File: config.mk
export PLATFORM = sky130hd
export DESIGN_NAME = ifetch_unit_flat
export DESIGN_NICKNAME = d
export VERILOG_FILES = /design/src/rtl/ifetch_unit_if.sv /design/src/rtl/ifetch_unit.sv /design/src/flat_wrapper.sv
export SDC_FILE = /design/constraint.sdc
export NUM_CORES = 1
export LEC_CHECK = 0
export ABC_AREA = 1
export ABC_CLOCK_PERIOD_IN_PS = 7000
export BUFFER_PORTS_ARGS = -buffer_cell sky130_fd_sc_hd__buf_2
export CORE_MARGIN = 4
export CORE_UTILIZATION = 54
export DETAILED_ROUTE_END_ITERATION = 12
export PLACE_DENSITY = 0.83
export SYNTH_ARGS = -nofsm -noshare
export SYNTH_HDL_FRONTEND = slang
export SYNTH_SLANG_ARGS = --single-unit
File: constraint.sdc
create_clock -name clk -period 7 [get_ports clk]
set_clock_uncertainty 0.05 [all_clocks]
set_input_delay 0.7 -clock clk [delete_from_list [all_inputs] [get_ports clk]]
set_output_delay 0.7 -clock clk [all_outputs]
set_load 0.01 [all_outputs]
File: src/rtl/ifetch_unit_if.sv
// rtl/ifetch_unit_if.sv - fetch-side bus: redirect input, imem request/response, decode handoff
// IFETCH_MISALIGN_EN adds the misalign_exc signal.
interface ifetch_unit_if;
  logic        redirect_valid;
  logic [31:0] redirect_pc;
  logic        imem_req_valid;
  logic        imem_req_ready;
  logic [31:0] imem_addr;
  logic        imem_resp_valid;
  logic [31:0] imem_resp_data;
  logic        inst_valid;
  logic        inst_ready;
  logic [31:0] inst;
  logic [31:0] inst_pc;
  logic [31:0] fetch_pc;
`ifdef IFETCH_MISALIGN_EN
  logic        misalign_exc;

  modport master (
    input  redirect_valid, redirect_pc, imem_req_ready, imem_resp_valid, imem_resp_data, inst_ready,
    output imem_req_valid, imem_addr, inst_valid, inst, inst_pc, fetch_pc, misalign_exc
  );
  modport slave (
    output redirect_valid, redirect_pc, imem_req_ready, imem_resp_valid, imem_resp_data, inst_ready,
    input  imem_req_valid, imem_addr, inst_valid, inst, inst_pc, fetch_pc, misalign_exc
  );
`else
  modport master (
    input  redirect_valid, redirect_pc, imem_req_ready, imem_resp_valid, imem_resp_data, inst_ready,
    output imem_req_valid, imem_addr, inst_valid, inst, inst_pc, fetch_pc
  );
  modport slave (
    output redirect_valid, redirect_pc, imem_req_ready, imem_resp_valid, imem_resp_data, inst_ready,
    input  imem_req_valid, imem_addr, inst_valid, inst, inst_pc, fetch_pc
  );
`endif
endinterface

File: src/rtl/ifetch_unit.sv
// rtl/ifetch_unit.sv - PC register and REQ/WAIT/HOLD instruction-fetch sequencer
// Optional misaligned-redirect trap under IFETCH_MISALIGN_EN.
module ifetch_unit #(
  parameter logic [31:0] RESET_PC = 32'h0000_3000
) (
  input  logic           clk,
  input  logic           rst,
  ifetch_unit_if.master  bus
);
  typedef enum logic [1:0] {S_REQ, S_WAIT, S_HOLD} state_t;

  state_t      state;
  logic [31:0] pc;
  logic        drop;
  logic        redirect;
  logic        park;
  logic        req_valid;

`ifdef IFETCH_MISALIGN_EN
  logic exc;
  assign redirect         = bus.redirect_valid & ~exc;
  assign park             = redirect & (bus.redirect_pc[1:0] != 2'b00);
  assign bus.misalign_exc = exc;

  always_ff @(posedge clk or posedge rst) begin
    if (rst)       exc <= 1'b0;
    else if (park) exc <= 1'b1;
  end
`else
  logic exc;
  assign exc      = 1'b0;
  assign redirect = bus.redirect_valid;
  assign park     = 1'b0;
`endif

  always_comb begin
    req_valid = 1'b0;
    if (state == S_REQ && !rst && !exc)
      req_valid = ~bus.redirect_valid;
  end

  assign bus.imem_req_valid = req_valid;
  assign bus.imem_addr      = pc;
  assign bus.fetch_pc       = pc;

  always_ff @(posedge clk or posedge rst) begin
    if (rst) begin
      pc             <= RESET_PC;
      state          <= S_REQ;
      drop           <= 1'b0;
      bus.inst_valid <= 1'b0;
      bus.inst       <= 32'h0;
      bus.inst_pc    <= 32'h0;
    end else if (park) begin
      // Misaligned target: keep the PC for inspection, stop fetching.
      pc             <= bus.redirect_pc;
      state          <= S_REQ;
      drop           <= 1'b0;
      bus.inst_valid <= 1'b0;
    end else if (redirect) begin
      pc <= bus.redirect_pc;
      case (state)
        S_WAIT: begin
          // A response in this cycle is the stale one; otherwise it is still coming.
          if (bus.imem_resp_valid) begin
            drop  <= 1'b0;
            state <= S_REQ;
          end else begin
            drop  <= 1'b1;
          end
        end
        S_HOLD: begin
          bus.inst_valid <= 1'b0;
          state          <= S_REQ;
        end
        default: state <= S_REQ;
      endcase
    end else begin
      case (state)
        S_REQ: begin
          if (req_valid && bus.imem_req_ready)
            state <= S_WAIT;
        end
        S_WAIT: begin
          if (bus.imem_resp_valid) begin
            if (drop) begin
              drop  <= 1'b0;
              state <= S_REQ;
            end else begin
              bus.inst       <= bus.imem_resp_data;
              bus.inst_pc    <= pc;
              bus.inst_valid <= 1'b1;
              state          <= S_HOLD;
            end
          end
        end
        S_HOLD: begin
          if (bus.inst_ready) begin
            bus.inst_valid <= 1'b0;
            pc             <= pc + 32'd4;
            state          <= S_REQ;
          end
        end
        default: state <= S_REQ;
      endcase
    end
  end
endmodule
File: src/flat_wrapper.sv
// flat-port wrapper written by rule: the top's interface ports become plain ports
module ifetch_unit_flat 
#(
  parameter logic [31:0] RESET_PC = 32'h0000_3000
)
  (clk, rst, bus_redirect_valid, bus_redirect_pc, bus_imem_req_ready, bus_imem_resp_valid, bus_imem_resp_data, bus_inst_ready, bus_imem_req_valid, bus_imem_addr, bus_inst_valid, bus_inst, bus_inst_pc, bus_fetch_pc);
  ifetch_unit_if bus_i ();
  input  logic clk;
  input  logic rst;
  input wire logic [$bits(bus_i.redirect_valid)-1:0] bus_redirect_valid;
  input wire logic [$bits(bus_i.redirect_pc)-1:0] bus_redirect_pc;
  input wire logic [$bits(bus_i.imem_req_ready)-1:0] bus_imem_req_ready;
  input wire logic [$bits(bus_i.imem_resp_valid)-1:0] bus_imem_resp_valid;
  input wire logic [$bits(bus_i.imem_resp_data)-1:0] bus_imem_resp_data;
  input wire logic [$bits(bus_i.inst_ready)-1:0] bus_inst_ready;
  output wire logic [$bits(bus_i.imem_req_valid)-1:0] bus_imem_req_valid;
  output wire logic [$bits(bus_i.imem_addr)-1:0] bus_imem_addr;
  output wire logic [$bits(bus_i.inst_valid)-1:0] bus_inst_valid;
  output wire logic [$bits(bus_i.inst)-1:0] bus_inst;
  output wire logic [$bits(bus_i.inst_pc)-1:0] bus_inst_pc;
  output wire logic [$bits(bus_i.fetch_pc)-1:0] bus_fetch_pc;
  assign bus_i.redirect_valid = bus_redirect_valid;
  assign bus_i.redirect_pc = bus_redirect_pc;
  assign bus_i.imem_req_ready = bus_imem_req_ready;
  assign bus_i.imem_resp_valid = bus_imem_resp_valid;
  assign bus_i.imem_resp_data = bus_imem_resp_data;
  assign bus_i.inst_ready = bus_inst_ready;
  assign bus_imem_req_valid = bus_i.imem_req_valid;
  assign bus_imem_addr = bus_i.imem_addr;
  assign bus_inst_valid = bus_i.inst_valid;
  assign bus_inst = bus_i.inst;
  assign bus_inst_pc = bus_i.inst_pc;
  assign bus_fetch_pc = bus_i.fetch_pc;
  ifetch_unit #(.RESET_PC(RESET_PC)) u_core (.clk(clk), .rst(rst), .bus(bus_i));
endmodule
* After elaboration in Yosys (flattened, before gate mapping)
Index checks and enable logic that the tools add are counted.
** Operators by class
- Mux-type cells :: 23
- $add $sub $neg :: 1
- Equal/unequal tests :: 8
- Bitwise logic cells :: 2
- Reductions and logical operators :: 13
** Operators by type and width (count)
- $mux 32 :: 3
- $add 32x3->32 const B :: 1
- $mux 2 :: 7
- $ne 3x3->1 const B :: 4
- $mux 1 :: 11
- $reduce_bool 2->1 :: 4
- $pmux 2 s3 :: 1
- $reduce_and 5->1 :: 1
- $reduce_and 2->1 :: 2
- $reduce_and 4->1 :: 1
- $reduce_and 3->1 :: 1
- $eq 2x1->1 const B :: 1
- $eq 2x2->1 const B :: 1
- $logic_and 1x1->1 :: 2
- $logic_not 2->1 :: 1
- $ne 2x1->1 const B :: 1
- $ne 2x2->1 const B :: 1
- $not 1->1 :: 2
- $pmux 1 s2 :: 1
- $logic_not 1->1 :: 1
** Word-level totals
- Output and inout port bits :: 130
- Register bits after elaboration :: 100

* Logic depth before layout (Yosys ltp)
- Depth in word-level cells :: 7
- Gate-level depth with buffers :: 10

* Worst setup path after synthesis
OpenSTA, ideal clock, no wires.
- Path type :: input to register
- Start point :: input port rst
- End point :: register u_core.state[1]
- Setup time :: 83 ps
- Path slack :: 3534 ps
- Path buffers :: 0
- Arrival :: 3334 ps
- Required time :: 6867 ps
- Cell stages on the path :: 5
- Cell sequence :: inv_1 a21oi_1 nor2_1 nand3_1 o21ai_0
** Between the ends
- Cells in the longest elaborated chain, start to end :: 6
** RTL lines
- start, declared :: RTL line flat_wrapper.sv:9 : input logic rst;
- $logic_not 1->1 :: RTL line ifetch_unit.sv:38 : if (state == S_REQ && !rst && !exc)
- $logic_and 1x1->1 :: RTL line ifetch_unit.sv:38
- $mux 1 :: RTL line ifetch_unit.sv:38
- $logic_and 1x1->1 :: RTL line ifetch_unit.sv:81 : if (req_valid && bus.imem_req_ready)
- $ne 3x3->1 (no line)
- $reduce_and 3->1 (no line)
- end signal, assigned :: RTL line ifetch_unit.sv:49 : state <= S_REQ;
- end signal, assigned :: RTL line ifetch_unit.sv:82 : state <= S_WAIT;
- end signal, assigned :: RTL line ifetch_unit.sv:88 : state <= S_REQ;
- end, declared :: RTL line ifetch_unit.sv:12 : state_t state;
No other way between the ends.
A chain may end at the register's enable or synchronous reset.

* Final worst setup path
- Start point :: register u_core.state[0]
- End point :: register u_core.pc[5], in the netlist u_core.bus.fetch_pc[5]
** Between the ends
- Cells in the longest elaborated chain, start to end :: 3
** RTL lines
- start signal, assigned :: RTL line ifetch_unit.sv:49
- start signal, assigned :: RTL line ifetch_unit.sv:57 : state <= S_REQ;
- start signal, assigned :: RTL line ifetch_unit.sv:67 : state <= S_REQ;
- $eq 2x2->1 :: RTL line ifetch_unit.sv:79 : case (state)
- $reduce_bool 2->1 (no line)
- $reduce_and 2->1 (no line)
- end signal, assigned :: RTL line ifetch_unit.sv:56 : pc <= bus.redirect_pc;
- end signal, assigned :: RTL line ifetch_unit.sv:61 : pc <= bus.redirect_pc;
- end signal, assigned :: RTL line ifetch_unit.sv:100 : pc <= pc + 32'd4;
- end, declared :: RTL line ifetch_unit.sv:13 : logic [31:0] pc;
No other way between the ends.

==> reports/results.ini <==
[synth]
ys_types = 34
synth_warnings = 0
synth_edf_count = 0
synth_area_sq_um = 5440
synth_area_leaders = dfrtp_1 45%, nand2_1 12%, mux2_4 8.3%
async_reset_ff_share_pct = 100
syn_inst = 639
synthMuxAreaShare_pct = 9.10
synthSimpleGateAreaFrac_pct = 23.1
synth_top_area_share_pct = 45.1
synth_top_family_by_area = simple AND/OR/NAND/NOR gates
synth_ff_type = dfrtp_1
syn-mean-instance-area_sq_um = 8.52
synth_compound_area_share_pct = 9.17
yosysSeqAreaShare_pct = 46.0
synth_fp_nets = 713
synth_largest_area_cell = dfrtp_1
synth_fa_ha_area_share_pct = 0.920
ys_seq_elements = 100
synthXorXnorAreaFrac_pct = 0.161

[clock_network]
clkSlewWorstSetupHoldPaths_ps = 120
cts_resized = 0
cts_root_buf = clkbuf_8
cts.sinks = 100
htreeDepth = 3
clkLatencyLatePin_ps = 380
cts_setup_buffers = 0
cts_max_path_buffers = 2
cts_hold_buf = 0
cts-buffers-inserted = 9
tritoncts = built

[die]
io_pins = 200
dieWidth_um = 108
core_area_sq_um = 9770
dieArea_sq_um = 11700
start_util_pct = 55.7
rows = 36
die_y_um = 108

[detailed_routing]
firstDrtPassIters = 4
ant_nets = 0
via_per_inst = 5.11
drc = 0
drt_wl_total_um = 14500
avgRoutedWirePerCell_um = 15.6
drt_iter0_markers = 297
via_count = 4770

[global_route]
overflow = 0
antenna_found_initial = 0
grt_max_degree = 81
grtUsageTotal_pct = 25.0
grt_pass1_vias = 4613
grt_pass1_wl_um = 23000

[setup_path]
worstPathMaxFanout = 43
worstSetupPathType = register to register
reg2reg_from = u_core.state[0]$_DFFE_PP0P_
critPathRequiredTime_ps = 7240
ff2ff_path_depth = 7
r2r_slack_ps = 4340
timing.rr.end = u_core.bus.fetch_pc[5]$_DFFE_PP0N_
endpoint_kind = register
critPathLaunchType = register
arrival_ps = 2900

[power]
p_total_mw = 2.32
ir_drop_mv = 0.153
cellLeakagePower_nw = 3.49
p_per_area_nw_per_um2 = 362

[sta]
slew_violations = 0
slew_headroom_pct = 28.3
hold_violations = 0
period_minus_slack_ps = 2660
setup_viol = 0
fmax_ghz = 0.375
fin_crit_sh_pct = 38.1
tightest_slew_ps = 1070
tns_ps = 0
rsz0062_at_grt = no
hold_ws_ps = 214

[final_layout]
finish.instance_area_sq_um = 6410
fillCellCount = 857
area_growth_pct = 17.8
antennaDiodeCount = 0
layout-drive-gt1-share_pct = 34.1
nets = 870
final_common_cell = buf_2
final-seq-area_sq_um = 2500
multi_input_area_sq_um = 2310
layout_common_cells = 199 x buf_2, 171 x nand2_1, 98 x dfrtp_1, 62 x nor2_1, 58 x inv_1

[run_status]
status = completed

[min_path]
hold_class = input pin to asynchronous set/reset pin

[flow_run]
maxCapViolCount = 0

[place]
portBuffers = 199
place_area_sq_um = 6230
dp.final_hpwl_um = 11000
place_congestion = 0.944

==> flip-flops by register name (all words and copies together), names as in the netlist <==
signal and count:
u_core.bus.inst_valid 1, u_core.bus.inst 32, u_core.bus.fetch_pc 32, u_core.state 2
u_core.bus.inst_pc 32, u_core.drop 1
==> critical path, cell delays in order (launching register included) <==
cell and delay (ps):
dfrtp_1 390, inv_1 70, ha_1 260, a21oi_4 860, inv_1 520, o21ai_0 220
a22o_1 170, inv_1 40
==> final cells by class <==
class,count,share of cell area [%]
repair buffers,202,15.9
well taps,133,2.60
inverters,60,3.55
clock inverters,6,0.839
multi-input cells,423,36.1
flip-flops and latches,100,39.1
clock buffers,10,1.99
==> worst max-delay path by stage <==
| stage | start | endpoint | slack [ps] | depth (start not counted) |
|---|---|---|---|---|
| floorplan | rst | u_core.state[1]$_DFFE_PP0P_ | 3530 | 5 |
| global placement | bus_redirect_valid | u_core.bus.fetch_pc[6]$_DFFE_PP0N_ | 4020 | 7 |
| detailed placement | bus_redirect_valid | u_core.bus.fetch_pc[6]$_DFFE_PP0N_ | 3960 | 7 |
| CTS | u_core.state[0]$_DFFE_PP0P_ | u_core.bus.fetch_pc[6]$_DFFE_PP0N_ | 4310 | 8 |
| global route | u_core.state[0]$_DFFE_PP0P_ | u_core.bus.fetch_pc[5]$_DFFE_PP0N_ | 3970 | 7 |
| finish | u_core.state[0]$_DFFE_PP0P_ | u_core.bus.fetch_pc[5]$_DFFE_PP0N_ | 4340 | 7 |
==> cell families after synthesis <==
logic type / count (synthesis)
AND/OR/NAND/NOR: 289
buffers and inverters: 116
flip-flops: 100
AO/OA/AOI/OAI: 95
multiplexers: 34
adder cells (fa/ha/maj): 4
XOR/XNOR: 1
==> cell usage after synthesis (2+ instances only) <==
cell and n:
dfstp_2 2, nand2_1 171, clkbuf_1 5, nor2_1 62
o21ai_0 36, buf_4 35, mux2_1 4, nand2_4 2
mux2_4 30, a21oi_1 20, nand3_1 25, o21ai_1 32
a31oi_1 2, inv_1 59, nor2_4 7, dfrtp_1 98
ha_1 4, nor3_1 6, nor2_2 5, buf_6 6
and2_1 3, buf_2 10, nand2_2 4
==> per-stage QoR <==
step,cells,worst slack [ps],utilization [%]
3_3_place_gp,918,4020,63.7
3_5_place_dp,918,3960,63.7
5_1_grt,934,3970,65.6
4_1_cts,934,4310,65.6
6_report,934,4340,65.6
2_1_floorplan,639,3530,-
==> routing by layer <==
layer,GRT usage [%],vias to the layer above,wire length [um]
met1,33.0,2254,6260
met2,41.9,178,6950
li1,-,2318,-
met3,4.78,20,1090
met4,7.39,0,248
met5,0,-,0
==> report_power, final <==
part           leakage (nW)  internal [mW]  switching (mW)  total [mW]
Sequential             1.21          0.810           0.174       0.984
Clock                0.0898          0.137           0.219       0.355
Combinational          2.19          0.444           0.537       0.982
Total                  3.49           1.39           0.930        2.32
Note: power is estimated with default switching activity, not from simulation.
